<file path="config.mk">
export PLATFORM = sky130hd
export DESIGN_NAME = hlsm_avg_n
export DESIGN_NICKNAME = d
export VERILOG_FILES = /design/src/rtl/hlsm_avg_pkg.sv /design/src/rtl/hlsm_avg_n.sv
export SDC_FILE = /design/constraint.sdc
export NUM_CORES = 1
export LEC_CHECK = 0
export CORE_MARGIN = 3
export CORE_UTILIZATION = 58
export DETAILED_ROUTE_END_ITERATION = 8
export DONT_BUFFER_PORTS = 1
export GPL_TIMING_DRIVEN = 0
export HOLD_SLACK_MARGIN = 0.02
export PLACE_DENSITY = 0.8
export SLEW_MARGIN = 20
export SYNTH_ARGS = -nofsm -noshare
export SYNTH_HDL_FRONTEND = slang
export SYNTH_SLANG_ARGS = --single-unit
</file>
<file path="constraint.sdc">
create_clock -name Clk -period 3.9 [get_ports Clk]
set_input_delay 1.17 -clock Clk [delete_from_list [all_inputs] [get_ports Clk]]
set_output_delay 1.17 -clock Clk [all_outputs]
set_load 0.005 [all_outputs]
</file>
<file path="src/rtl/hlsm_avg_pkg.sv">
// hlsm_avg_pkg
// Shared definitions for the hlsm_avg_n multi-cycle averager:
//   - state_e   : FSM state encoding (2 bits)
//   - acc_width : accumulator width needed to sum n_in operands of width bits
//   - cnt_width : width of a counter that must reach n-1 (minimum 1 bit)
package hlsm_avg_pkg;

  typedef enum logic [1:0] {
    StIdle  = 2'd0,
    StAcc   = 2'd1,
    StShift = 2'd2,
    StFinal = 2'd3
  } state_e;

  // Headroom of clog2(n_in) bits keeps n_in full-scale operands from wrapping,
  // for both unsigned and two's-complement data.
  function automatic int unsigned acc_width(input int unsigned width, input int unsigned n_in);
    return width + $clog2(n_in);
  endfunction

  function automatic int unsigned cnt_width(input int unsigned n);
    return (n <= 1) ? 1 : $clog2(n);
  endfunction

endpackage

</file>
<file path="src/rtl/hlsm_avg_n.sv">
// hlsm_avg_n
// Multi-cycle averager: on Start the operands, shift amount and mode are
// captured, summed one per cycle through a single adder into a widened
// accumulator, right-shifted SHIFT_STAGES times by sa, then truncated to WIDTH.
//
// Ports:
//   Clk         in   clock, rising edge
//   Rst         in   asynchronous reset, active low
//   Start       in   request, only sampled while idle
//   signed_mode in   1: two's-complement operands / arithmetic shifts
//                    0: unsigned operands / logical shifts
//   din         in   N_IN packed operands, operand i at din[i*WIDTH +: WIDTH]
//   sa          in   shift amount applied at every shift stage
//   Busy        out  high whenever an operation is in progress
//   Done        out  one-cycle completion pulse
//   avg         out  result, held until the next completion
module hlsm_avg_n
  import hlsm_avg_pkg::*;
#(
  parameter int unsigned WIDTH        = 32,
  parameter int unsigned N_IN         = 8,
  parameter int unsigned SHIFT_STAGES = 3,
  parameter int unsigned SA_W         = 6
) (
  input  logic                   Clk,
  input  logic                   Rst,
  input  logic                   Start,
  input  logic                   signed_mode,
  input  logic [N_IN*WIDTH-1:0]  din,
  input  logic [SA_W-1:0]        sa,
  output logic                   Busy,
  output logic                   Done,
  output logic [WIDTH-1:0]       avg
);

  localparam int unsigned ACC_W = acc_width(WIDTH, N_IN);
  localparam int unsigned EXT_W = ACC_W - WIDTH;
  localparam int unsigned IDX_W = cnt_width(N_IN);
  localparam int unsigned SH_W  = cnt_width(SHIFT_STAGES);

  localparam logic [IDX_W-1:0] IdxLast = IDX_W'(N_IN - 1);
  localparam logic [SH_W-1:0]  ShLast  = SH_W'((SHIFT_STAGES == 0) ? 0 : SHIFT_STAGES - 1);

  if (N_IN < 2) begin : gen_bad_n_in
    $error("hlsm_avg_n: N_IN must be at least 2");
  end

  state_e            state_q;
  logic [WIDTH-1:0]  ops_q [N_IN];
  logic [SA_W-1:0]   sa_q;
  logic              mode_q;
  logic [ACC_W-1:0]  acc_q;
  logic [IDX_W-1:0]  idx_q;
  logic [SH_W-1:0]   sh_q;

  logic [WIDTH-1:0]  op_sel;
  logic [ACC_W-1:0]  op_ext;
  logic [ACC_W-1:0]  acc_sum;
  logic [ACC_W-1:0]  acc_shr;
  logic              sa_big;

  // Shared adder and shifter, both controlled by the captured mode.
  always_comb begin
    op_sel  = ops_q[idx_q];
    op_ext  = mode_q ? {{EXT_W{op_sel[WIDTH-1]}}, op_sel} : {{EXT_W{1'b0}}, op_sel};
    acc_sum = acc_q + op_ext;

    // Oversized shifts are resolved explicitly so the result is all sign bits
    // (signed) or zero (unsigned) regardless of how the shifter treats them.
    sa_big = (32'(sa_q) >= 32'(ACC_W));
    if (sa_big) begin
      acc_shr = (mode_q && acc_q[ACC_W-1]) ? '1 : '0;
    end else if (mode_q) begin
      acc_shr = $unsigned($signed(acc_q) >>> sa_q);
    end else begin
      acc_shr = acc_q >> sa_q;
    end
  end

  always_comb begin
    Busy = (state_q != StIdle);
  end

  always_ff @(posedge Clk or negedge Rst) begin
    if (!Rst) begin
      state_q <= StIdle;
      for (int i = 0; i < int'(N_IN); i++) begin
        ops_q[i] <= '0;
      end
      sa_q   <= '0;
      mode_q <= 1'b0;
      acc_q  <= '0;
      idx_q  <= '0;
      sh_q   <= '0;
      Done   <= 1'b0;
      avg    <= '0;
    end else begin
      case (state_q)
        StIdle: begin
          Done <= 1'b0;
          if (Start) begin
            for (int i = 0; i < int'(N_IN); i++) begin
              ops_q[i] <= din[i*WIDTH +: WIDTH];
            end
            sa_q    <= sa;
            mode_q  <= signed_mode;
            acc_q   <= '0;
            idx_q   <= '0;
            sh_q    <= '0;
            state_q <= StAcc;
          end
        end

        StAcc: begin
          acc_q <= acc_sum;
          if (idx_q == IdxLast) begin
            idx_q   <= '0;
            state_q <= (SHIFT_STAGES == 0) ? StFinal : StShift;
          end else begin
            idx_q <= idx_q + IDX_W'(1);
          end
        end

        StShift: begin
          acc_q <= acc_shr;
          if (sh_q == ShLast) begin
            sh_q    <= '0;
            state_q <= StFinal;
          end else begin
            sh_q <= sh_q + SH_W'(1);
          end
        end

        StFinal: begin
          avg     <= acc_q[WIDTH-1:0];
          Done    <= 1'b1;
          state_q <= StIdle;
        end

        default: state_q <= StIdle;
      endcase
    end
  end

endmodule
</file>
==> impl_summary.txt, run 1 <==
----------------------------------------------------
[GRT]
  Remaining global-route overflow ... 0
  Largest net degree at the start of global routing ... 339
  Number of global-route vias before repair ... between 10k and 15k
  First-pass GRT wire length ... around 90 mm
  Overall track demand over capacity in global routing ... 34.56%
  Antenna violations before repair ... 22

[Synthesis]
  Mean instance size in the synthesized netlist ... approximately 12 um^2
  Warnings, synthesis ... 0
  Post-synth top flop ... sky130_fd_sc_hd__dfrtp_1
  Share of async-settable or async-resettable flops after synthesis ... 100.0%
  Cell area after synthesis ... 18810 um^2
  Synthesized net count ... ~1.8k
  Top post-synthesis cells by area ... sky130_fd_sc_hd__dfrtp_1, sky130_fd_sc_hd__mux2_2, sky130_fd_sc_hd__mux4_2
  Most used standard cells in the synthesized netlist ... sky130_fd_sc_hd__mux2_2, sky130_fd_sc_hd__dfrtp_1, sky130_fd_sc_hd__nand2_1, sky130_fd_sc_hd__a21oi_1, sky130_fd_sc_hd__mux4_2
  Parity-gate share of the synthesized area counting xor and xnor cells ... 1.304%
  Synth Area in Compound Gates ... approximately a tenth
  Post-synthesis register bit count ... 338
  Most instantiated library cell after synthesis ... sky130_fd_sc_hd__mux2_2
  EDFF count, synth ... 0
  Distinct cell type count of the synthesized netlist ... a little over 80
  Dominant combinational cell family by area after synthesis ... multiplexers
  Synth Area in Adders ... between 2 and 3%
  Gate Count Post-Synth ... between 1.5k and 2k
  Cell taking the most area after synthesis ... sky130_fd_sc_hd__dfrtp_1
  Synth top area share ... 44.96%
  Mux contribution to synthesized area ... approximately 32%
  Share of synthesized area occupied by flip-flops and latches ... roughly 45%
  Area fraction in and, or, nand and nor cells after synthesis ... 5.900%

[Route]
  ANT nets after route ... 0
  Mean routed wirelength per cell ... just under 30 um
  Via count of the routed design ... 14.06k
  Detailed Route WL ... between 60 and 70 mm
  Pre-Repair DR Iteration Count ... 5
  Initial detailed-routing violation count ... roughly 1.4k
  Count of unresolved DRC violations after routing ... 0
  Vias per cell ... a little under 7

[CTS]
  Library cell used as clock root buffer ... sky130_fd_sc_hd__clkbuf_16
  TritonCTS clock tree ... done
  Clk Latency, worst-skew pair ... between 500 and 600 ps
  Bufs on Longest Clock Path ... 3
  Reg clk slew, reported paths ... roughly 60 ps
  Number of sinks handled by clock tree synthesis ... 338
  CTS buffer count ... 37
  # hold bufs at CTS ... 0
  Deepest level of the CTS H-tree ... 2

[Timing]
  PnR worst setup slack ... -24.28 ps
  Post-route clock period utilization ... 100.6%
  Post-layout minimum cycle time ... roughly 3900 ps
  Endpoints failing setup ... 1
  Unrepaired setup endpoints after global routing ... true
  Sum Neg Setup Slack ... -24.28 ps
  Worst relative slew slack ... a little under a third
  Highest Clock Rate ... approximately 0.25 GHz
  Transition time of the tightest slew-check pin ... ~1000 ps
  Max-slew violation count ... 0
  Total count of hold-check failures in the final report ... 0
  Clock skew ... roughly 25 ps

[Power]
  Largest vdd supply drop ... 623.8 uV
  Leak Pwr ... between 8 and 9 nW
  Relative contribution of combinational cells to total power ... around 56%
  Net switching component of the power ... 9.293 mW
  Power per cell area ... 1050 nW/um^2
  Relative contribution of sequential cells to total power ... between 20% and 30%
  Switching Share ... 41.51%
  Internal Power ... between 10 and 15 mW
  Clock power frac ... ~15%

[Floorplan]
  Count of boundary I/O pins ... 300
  Die height ... 186.1 um
  Core Box Area ... roughly 32000 um^2
  Die Span X ... 186.1 um
  Num rows ... 65
  Initial Utilization ... roughly three fifths
  Die footprint ... roughly 35000 um^2

[Setup path]
  Kind of capture point of the worst setup path ... flip-flop
  Worst EP arrival ... 4310 ps
  Biggest fanout along the worst timing path ... 7
  Startpoint Class ... flip-flop
  WS Path Type ... flip-flop to flip-flop
  Required time at the endpoint of the critical path ... ~4300 ps

[Placement]
  Count of input and output buffers ... 0
  Routability cong. ... between 1 and 1.5
  Detailed placement HPWL ... roughly 44 mm
  Area after DPL ... roughly 19000 um^2

[Layout]
  Net count, final ... ~1.9k
  Filler cell count ... between 2k and 2.5k
  Sequential cell area in the final layout ... approximately 8500 um^2
  Area growth from synthesis to layout ... 13.38%
  Fraction of final layout cells sized beyond drive strength 1 ... 37.79%
  Post-layout instance area ... around 21000 um^2
  Total area of multi-input combinational cells ... slightly above 10000 um^2

[Status]
  Violations in the final reports ... setup timing
  Result of the run ... finished with violations

[Job]
  Maximum Capacitance Violations ... 0

[Hold path]
  Min-delay worst type ... input pin to async pin

----------------------------------------------------
[layer usage]
metal	share of wire [%]	routed length (um)	GRT usage (%)
met5	0.21	128	0
met4	4.0	2419	11.83
met3	9.0	5511	9.459
met2	49	30220	58.09
met1	37	22960	43.51
[worst paths after layout]
path,start,endpoint,slack (ps),cells past startpoint
hold reg to reg,ops_q[12]$_DFFE_PN0P_,ops_q[12]$_DFFE_PN0P_,500,1
setup reg to reg,idx_q[0]$_DFFE_PN0P_,acc_q[27]$_DFFE_PN0P_,-20,16
hold / removal,Rst,avg[2]$_DFFE_PN0P_,330,0
max in group asynchronous,Rst,acc_q[17]$_DFFE_PN0P_,2880,0
setup / recovery,idx_q[0]$_DFFE_PN0P_,acc_q[27]$_DFFE_PN0P_,-20,16
min in group Clk,ops_q[12]$_DFFE_PN0P_,ops_q[12]$_DFFE_PN0P_,500,1
[registers in the layout, summed over array words and instances (netlist names)]
| register | count |
|---|---|
| Done | 1 |
| state_q | 2 |
| sh_q | 2 |
| idx_q | 3 |
| sa_q | 6 |
| acc_q | 35 |
| avg | 32 |
| mode_q | 1 |
| ops_q | 256 |
[cell usage in the layout (no fill, tap or decap), types with 7 or more instances in the layout]
cell type	count
sky130_fd_sc_hd__buf_4	34
sky130_fd_sc_hd__mux2_2	341
sky130_fd_sc_hd__nand2b_1	8
sky130_fd_sc_hd__o21ai_0	65
sky130_fd_sc_hd__dfrtp_1	338
sky130_fd_sc_hd__nor2_1	61
sky130_fd_sc_hd__mux4_2	80
sky130_fd_sc_hd__clkbuf_1	79
sky130_fd_sc_hd__ha_4	11
sky130_fd_sc_hd__a22oi_1	9
sky130_fd_sc_hd__a211oi_1	16
sky130_fd_sc_hd__o21a_1	7
sky130_fd_sc_hd__nor3_1	15
sky130_fd_sc_hd__a21oi_1	75
sky130_fd_sc_hd__ha_1	23
sky130_fd_sc_hd__a31oi_1	9
sky130_fd_sc_hd__nand2_1	96
sky130_fd_sc_hd__xnor2_1	14
sky130_fd_sc_hd__mux2i_1	35
sky130_fd_sc_hd__clkbuf_8	11
sky130_fd_sc_hd__xor2_1	14
sky130_fd_sc_hd__inv_1	14
sky130_fd_sc_hd__o221ai_1	9
sky130_fd_sc_hd__a21o_1	10
sky130_fd_sc_hd__a221oi_1	9
sky130_fd_sc_hd__clkbuf_16	39
sky130_fd_sc_hd__diode_2	15
sky130_fd_sc_hd__nand4_1	8
sky130_fd_sc_hd__nand3_1	19
[layout make-up]
| type | instances | area share [%] |
|---|---|---|
| Clock buffer | 53 | 4.857 |
| Clock inverter | 10 | 0.5984 |
| Sequential cell | 338 | 39.66 |
| Antenna cell | 15 | 0.1760 |
| Buffer | 105 | 3.021 |
| Inverter | 17 | 0.2992 |
| Tap cell | 435 | 2.552 |
| Multi-Input combinational cell | 1063 | 47.72 |
| Timing Repair Buffer | 28 | 1.120 |
[critical path, cell delays in order, from the launching register on]
cell,delay (ps)
sky130_fd_sc_hd__dfrtp_1,380
sky130_fd_sc_hd__clkbuf_16,200
sky130_fd_sc_hd__buf_8,150
sky130_fd_sc_hd__buf_12,110
sky130_fd_sc_hd__mux4_2,520
sky130_fd_sc_hd__mux2i_4,220
sky130_fd_sc_hd__inv_1,80
sky130_fd_sc_hd__ha_1,280
sky130_fd_sc_hd__a21o_1,170
sky130_fd_sc_hd__a21oi_4,80
sky130_fd_sc_hd__o31ai_4,320
sky130_fd_sc_hd__a211oi_2,170
sky130_fd_sc_hd__o31a_2,400
sky130_fd_sc_hd__buf_4,170
sky130_fd_sc_hd__o21ai_1,200
sky130_fd_sc_hd__xnor2_1,180
sky130_fd_sc_hd__o21ai_0,100
[timing repair]
action,CTS,global route
hold endpoints to repair,0,0
endpoints found under the setup margin,29,11
pin swaps,10,16
buffers inserted,13,14
resized for setup,77,63
cloned,0,1
[kinds of logic (layout without fill, tap and decap cells)]
family                   Yosys count  in the layout
multiplexers                     462            462
buffers and inverters            129            213
flip-flops                       338            338
XOR/XNOR                          28             28
adder cells (fa/ha/maj)           41             41
AO/OA/AOI/OAI                    286            286
AND/OR/NAND/NOR                  246            246
other                              0             15
[through the flow]
| stage | instances | total power [mW] | util (%) | worst slack (ps) | hold WS (ps) |
|---|---|---|---|---|---|
| floorplan | 1530 | 14.26 | - | -19.94 | 473.9 |
| global placement | 1965 | 16.97 | 60.89 | -1087 | 481.5 |
| detailed placement | 1965 | 17.35 | 60.89 | -1070 | 486.8 |
| CTS | 2039 | 21.35 | 65.75 | 3.066 | 319.4 |
| global route | 2061 | 23.45 | 67.05 | -91.91 | 314.9 |
| finish | 2064 | 22.39 | 67.07 | -24.28 | 327.1 |
[power by group through the flow]
stage          sequential (mW)  clock [mW]  combinational [mW]
2_1_floorplan             5.85           0                8.41
5_1_grt                   6.60        3.57                13.3
4_1_cts                   6.35        3.43                11.6
6_report                  6.46        3.41                12.5
3_3_place_gp              6.24           0                10.7
3_5_place_dp              6.39           0                11.0
Note: power is estimated with default switching activity, not from simulation.
==> run 2: changes to the inputs <==
--- a/config.mk
+++ b/config.mk
@@ -5,11 +5,11 @@
 export SDC_FILE = /design/constraint.sdc
 export NUM_CORES = 1
 export LEC_CHECK = 0
+export CORE_ASPECT_RATIO = 1.1
 export CORE_MARGIN = 3
 export CORE_UTILIZATION = 58
 export DETAILED_ROUTE_END_ITERATION = 8
 export DONT_BUFFER_PORTS = 1
-export GPL_TIMING_DRIVEN = 0
 export HOLD_SLACK_MARGIN = 0.02
 export PLACE_DENSITY = 0.8
 export SLEW_MARGIN = 20
==> run 2 against run 1 <==
The flow now finishes without violations; design area down 1.9%; first-iteration DRC count decreased by 18%; critical path depth fell by 2; critical endpoint is now acc_q[32]$_DFFE_PN0P_; largest cell class unchanged; highest routed layer unchanged.
==> impl_summary.txt, run 2 (synthesis results as in run 1) <==
----------------------------------------------------
[Power]
  Net switching component of the power ... 8.405 mW (-9.6%)
  Clock power frac ... 16.3% (+1.1 points)
  Internal Power ... 12.95 mW (-1.1%)
  Leak Pwr ... 8.776 nW (-0.53%)
  Power per cell area ... 1021 nW/um^2 (-2.8%)
  Relative contribution of combinational cells to total power ... 52.4% (-3.5 points)
  Relative contribution of sequential cells to total power ... 31.4% (+2.5 points)
  Sum of internal, switching and leakage power ... 21.36 mW (-4.6%)
  Switching Share ... 39.35% (-2.2 points)
  Largest vdd supply drop ... 673.9 uV (+8.0%)

[Placement]
  Count of input and output buffers ... 0 (unchanged)
  Detailed placement HPWL ... 36.41 mm (-18%)
  Routability cong. ... 0.9671 (-3.9%)
  Worst setup timing slack at the placement stage ... -0.06528 ps (+1070 ps)

[CTS]
  Deepest level of the CTS H-tree ... 2 (unchanged)
  # hold bufs at CTS ... 0 (unchanged)
  CTS buffer count ... 37 (unchanged)
  Reg clk slew, reported paths ... 60 ps (about the same)
  Number of sinks handled by clock tree synthesis ... 338 (unchanged)
  TritonCTS clock tree ... done
  Library cell used as clock root buffer ... sky130_fd_sc_hd__clkbuf_16
  Clk Latency, worst-skew pair ... 530 ps (-30 ps)
  Bufs on Longest Clock Path ... 3 (unchanged)

[GRT]
  Overall track demand over capacity in global routing ... 28.42% (-6.1 points)
  Number of global-route vias before repair ... 13.10k (-8.6%)
  Antenna violations before repair ... 15 (-32%)
  Largest net degree at the start of global routing ... 339 (unchanged)
  First-pass GRT wire length ... 76.97 mm (-14%)
  Remaining global-route overflow ... 0 (unchanged)

[Layout]
  Leading registers by flop count ... ops_q x256, acc_q x35, avg x32
  Filler cell count ... 2248 (+2.1%)
  Net count, final ... 1834 (-3.3%)
  Most common cell after layout, fill and taps aside ... sky130_fd_sc_hd__mux2_2
  Top register by number of flip-flops ... ops_q
  Total area of multi-input combinational cells ... 9967 um^2 (-2.1%)
  Fraction of final layout cells sized beyond drive strength 1 ... 39.21% (+1.4 points)
  Max reg flops ... 256 (unchanged)
  Share of the core filled with cells ... 66.11% (-0.96 points)
  Area growth from synthesis to layout ... 11.24%
  Sequential cell area in the final layout ... 8466 um^2 (about the same)
  Leading cell types in the layout, fill and taps excluded ... sky130_fd_sc_hd__mux2_2, sky130_fd_sc_hd__dfrtp_1, sky130_fd_sc_hd__nand2_1

[Route]
  Count of unresolved DRC violations after routing ... 0 (unchanged)
  Pre-Repair DR Iteration Count ... 6 (+1)
  Initial detailed-routing violation count ... 1116 (-18%)
  Vias per cell ... 6.561 (-3.7%)
  ANT nets after route ... 0 (unchanged)
  Via count of the routed design ... 12.99k (-7.6%)
  Mean routed wirelength per cell ... 25.83 um (-13%)
  Detailed Route WL ... 51.15 mm (-16%)

[Setup path]
  Biggest fanout along the worst timing path ... 15 (+8)
  Sequence of cells on the critical path ... buf_12 > buf_4 > mux4_2 > mux2_2 > ha_1 > nand3_1 > or3_1 > nor3_4 > a211oi_4 > a21oi_2 > a21oi_2 > o21a_1 > or4_1 > nand3_1
  Startpoint Class ... flip-flop
  WS Path Type ... flip-flop to flip-flop
  Worst EP arrival ... 4300 ps (about the same)
  Cell with the largest stage delay on the worst path ... sky130_fd_sc_hd__dfrtp_4
  Required time at the endpoint of the critical path ... 4350 ps (+60 ps)
  Delay of the slowest cell on the worst path ... 490 ps (-30 ps)
  Kind of capture point of the worst setup path ... flip-flop

[Floorplan]
  Count of boundary I/O pins ... 300 (unchanged)
  Die footprint ... 34630 um^2 (about the same)
  Die Span X ... 177.7 um (-4.5%)
  Num rows ... 68 (+4.6%)
  Initial Utilization ... 59.43% (+0.28 points)
  Die height ... 194.9 um (+4.7%)
  Core Box Area ... 31650 um^2 (-0.47%)

[Timing]
  Worst relative slew slack ... 24.73% (-6.1 points)
  Clock skew ... 15.23 ps (-9.476 ps)
  Total count of hold-check failures in the final report ... 0 (unchanged)
  Sum Neg Setup Slack ... 0 ps (+24.28 ps)
  Tightest hold margin ... 361.5 ps (+34.44 ps)
  Max-slew violation count ... 0 (unchanged)
  PnR worst setup slack ... 54.31 ps (+78.59 ps)
  Endpoints failing setup ... 0 (-1)
  Highest Clock Rate ... 0.2600 GHz (+2.0%)
  Transition time of the tightest slew-check pin ... 1129 ps (+90.80 ps)
  Post-route clock period utilization ... 98.61% (-2.0 points)
  Post-layout minimum cycle time ... 3846 ps (-78.59 ps)
  Unrepaired setup endpoints after global routing ... true

[Hold path]
  Min-delay worst type ... input pin to async pin

[Job]
  Maximum Capacitance Violations ... 0 (unchanged)

[Status]
  Result of the run ... finished, final reports clean

----------------------------------------------------
[run 2: path summary, 6_finish.rpt]
kind / start / cells past startpoint / endpoint / slack [ps]
max: idx_q[0]$_DFFE_PN0P_ / 14 / acc_q[32]$_DFFE_PN0P_ / 50
min: Rst / 0 / avg[6]$_DFFE_PN0P_ / 360
max reg2reg: idx_q[0]$_DFFE_PN0P_ / 14 / acc_q[32]$_DFFE_PN0P_ / 50
min reg2reg: ops_q[127]$_DFFE_PN0P_ / 1 / ops_q[127]$_DFFE_PN0P_ / 500
max in group asynchronous: Rst / 0 / ops_q[249]$_DFFE_PN0P_ / 2780
min in group Clk: ops_q[127]$_DFFE_PN0P_ / 1 / ops_q[127]$_DFFE_PN0P_ / 500
[run 2: critical path: cells and delay by family (launching register included)]
kind,cells,cell delay [ps]
muxes,2,780
and+or+nand+nor,5,1230
DFF,1,490
buffers and inverters,2,320
adders and majority gates,1,330
AOI/OAI and AO/OA,4,620
[run 2: per-layer routing]
metal  global-route usage (%)  wire length (um)  up-vias
met5                        0                62        -
li1                         -                 -     5718
met4                    7.507              1297       10
met3                    6.682              4045       93
met1                    38.67             20360     6610
met2                    46.17             25390      559
[run 2: power groups by stage]
stage                     sequential (mW)  combinational, mW  clock (mW)
after global placement               6.57               10.2           0
after detailed placement             6.68               10.4           0
final                                6.70               11.2        3.47
after global routing                 6.88               12.0        3.64
after floorplan                      5.85               8.41           0
after CTS                            6.65               10.5        3.50
[run 2: through the flow]
| step | instances | area [um^2] |
|---|---|---|
| after floorplan | 1530 | 18820 |
| after global placement | 1889 | 19310 |
| after detailed placement | 1889 | 19310 |
| after CTS | 1949 | 20510 |
| after global routing | 1979 | 20920 |
| final | 1980 | 20930 |
[run 2: repair_timing]
action | CTS | global route
cloned | 0 | 3
endpoints found under the setup margin | 4 | 11
gates resized for setup | 4 | 44
buffers inserted | 0 | 16
pin swaps | 0 | 17
[run 2: area by class of cell]
class / count / area share (%)
clock inverters: 10 / 0.8132
repair buffers: 70 / 3.289
multi-input cells: 1063 / 47.63
well taps: 420 / 2.511
clock buffers: 50 / 4.849
flip-flops and latches: 338 / 40.46
inverters: 17 / 0.3050
diodes: 12 / 0.1435
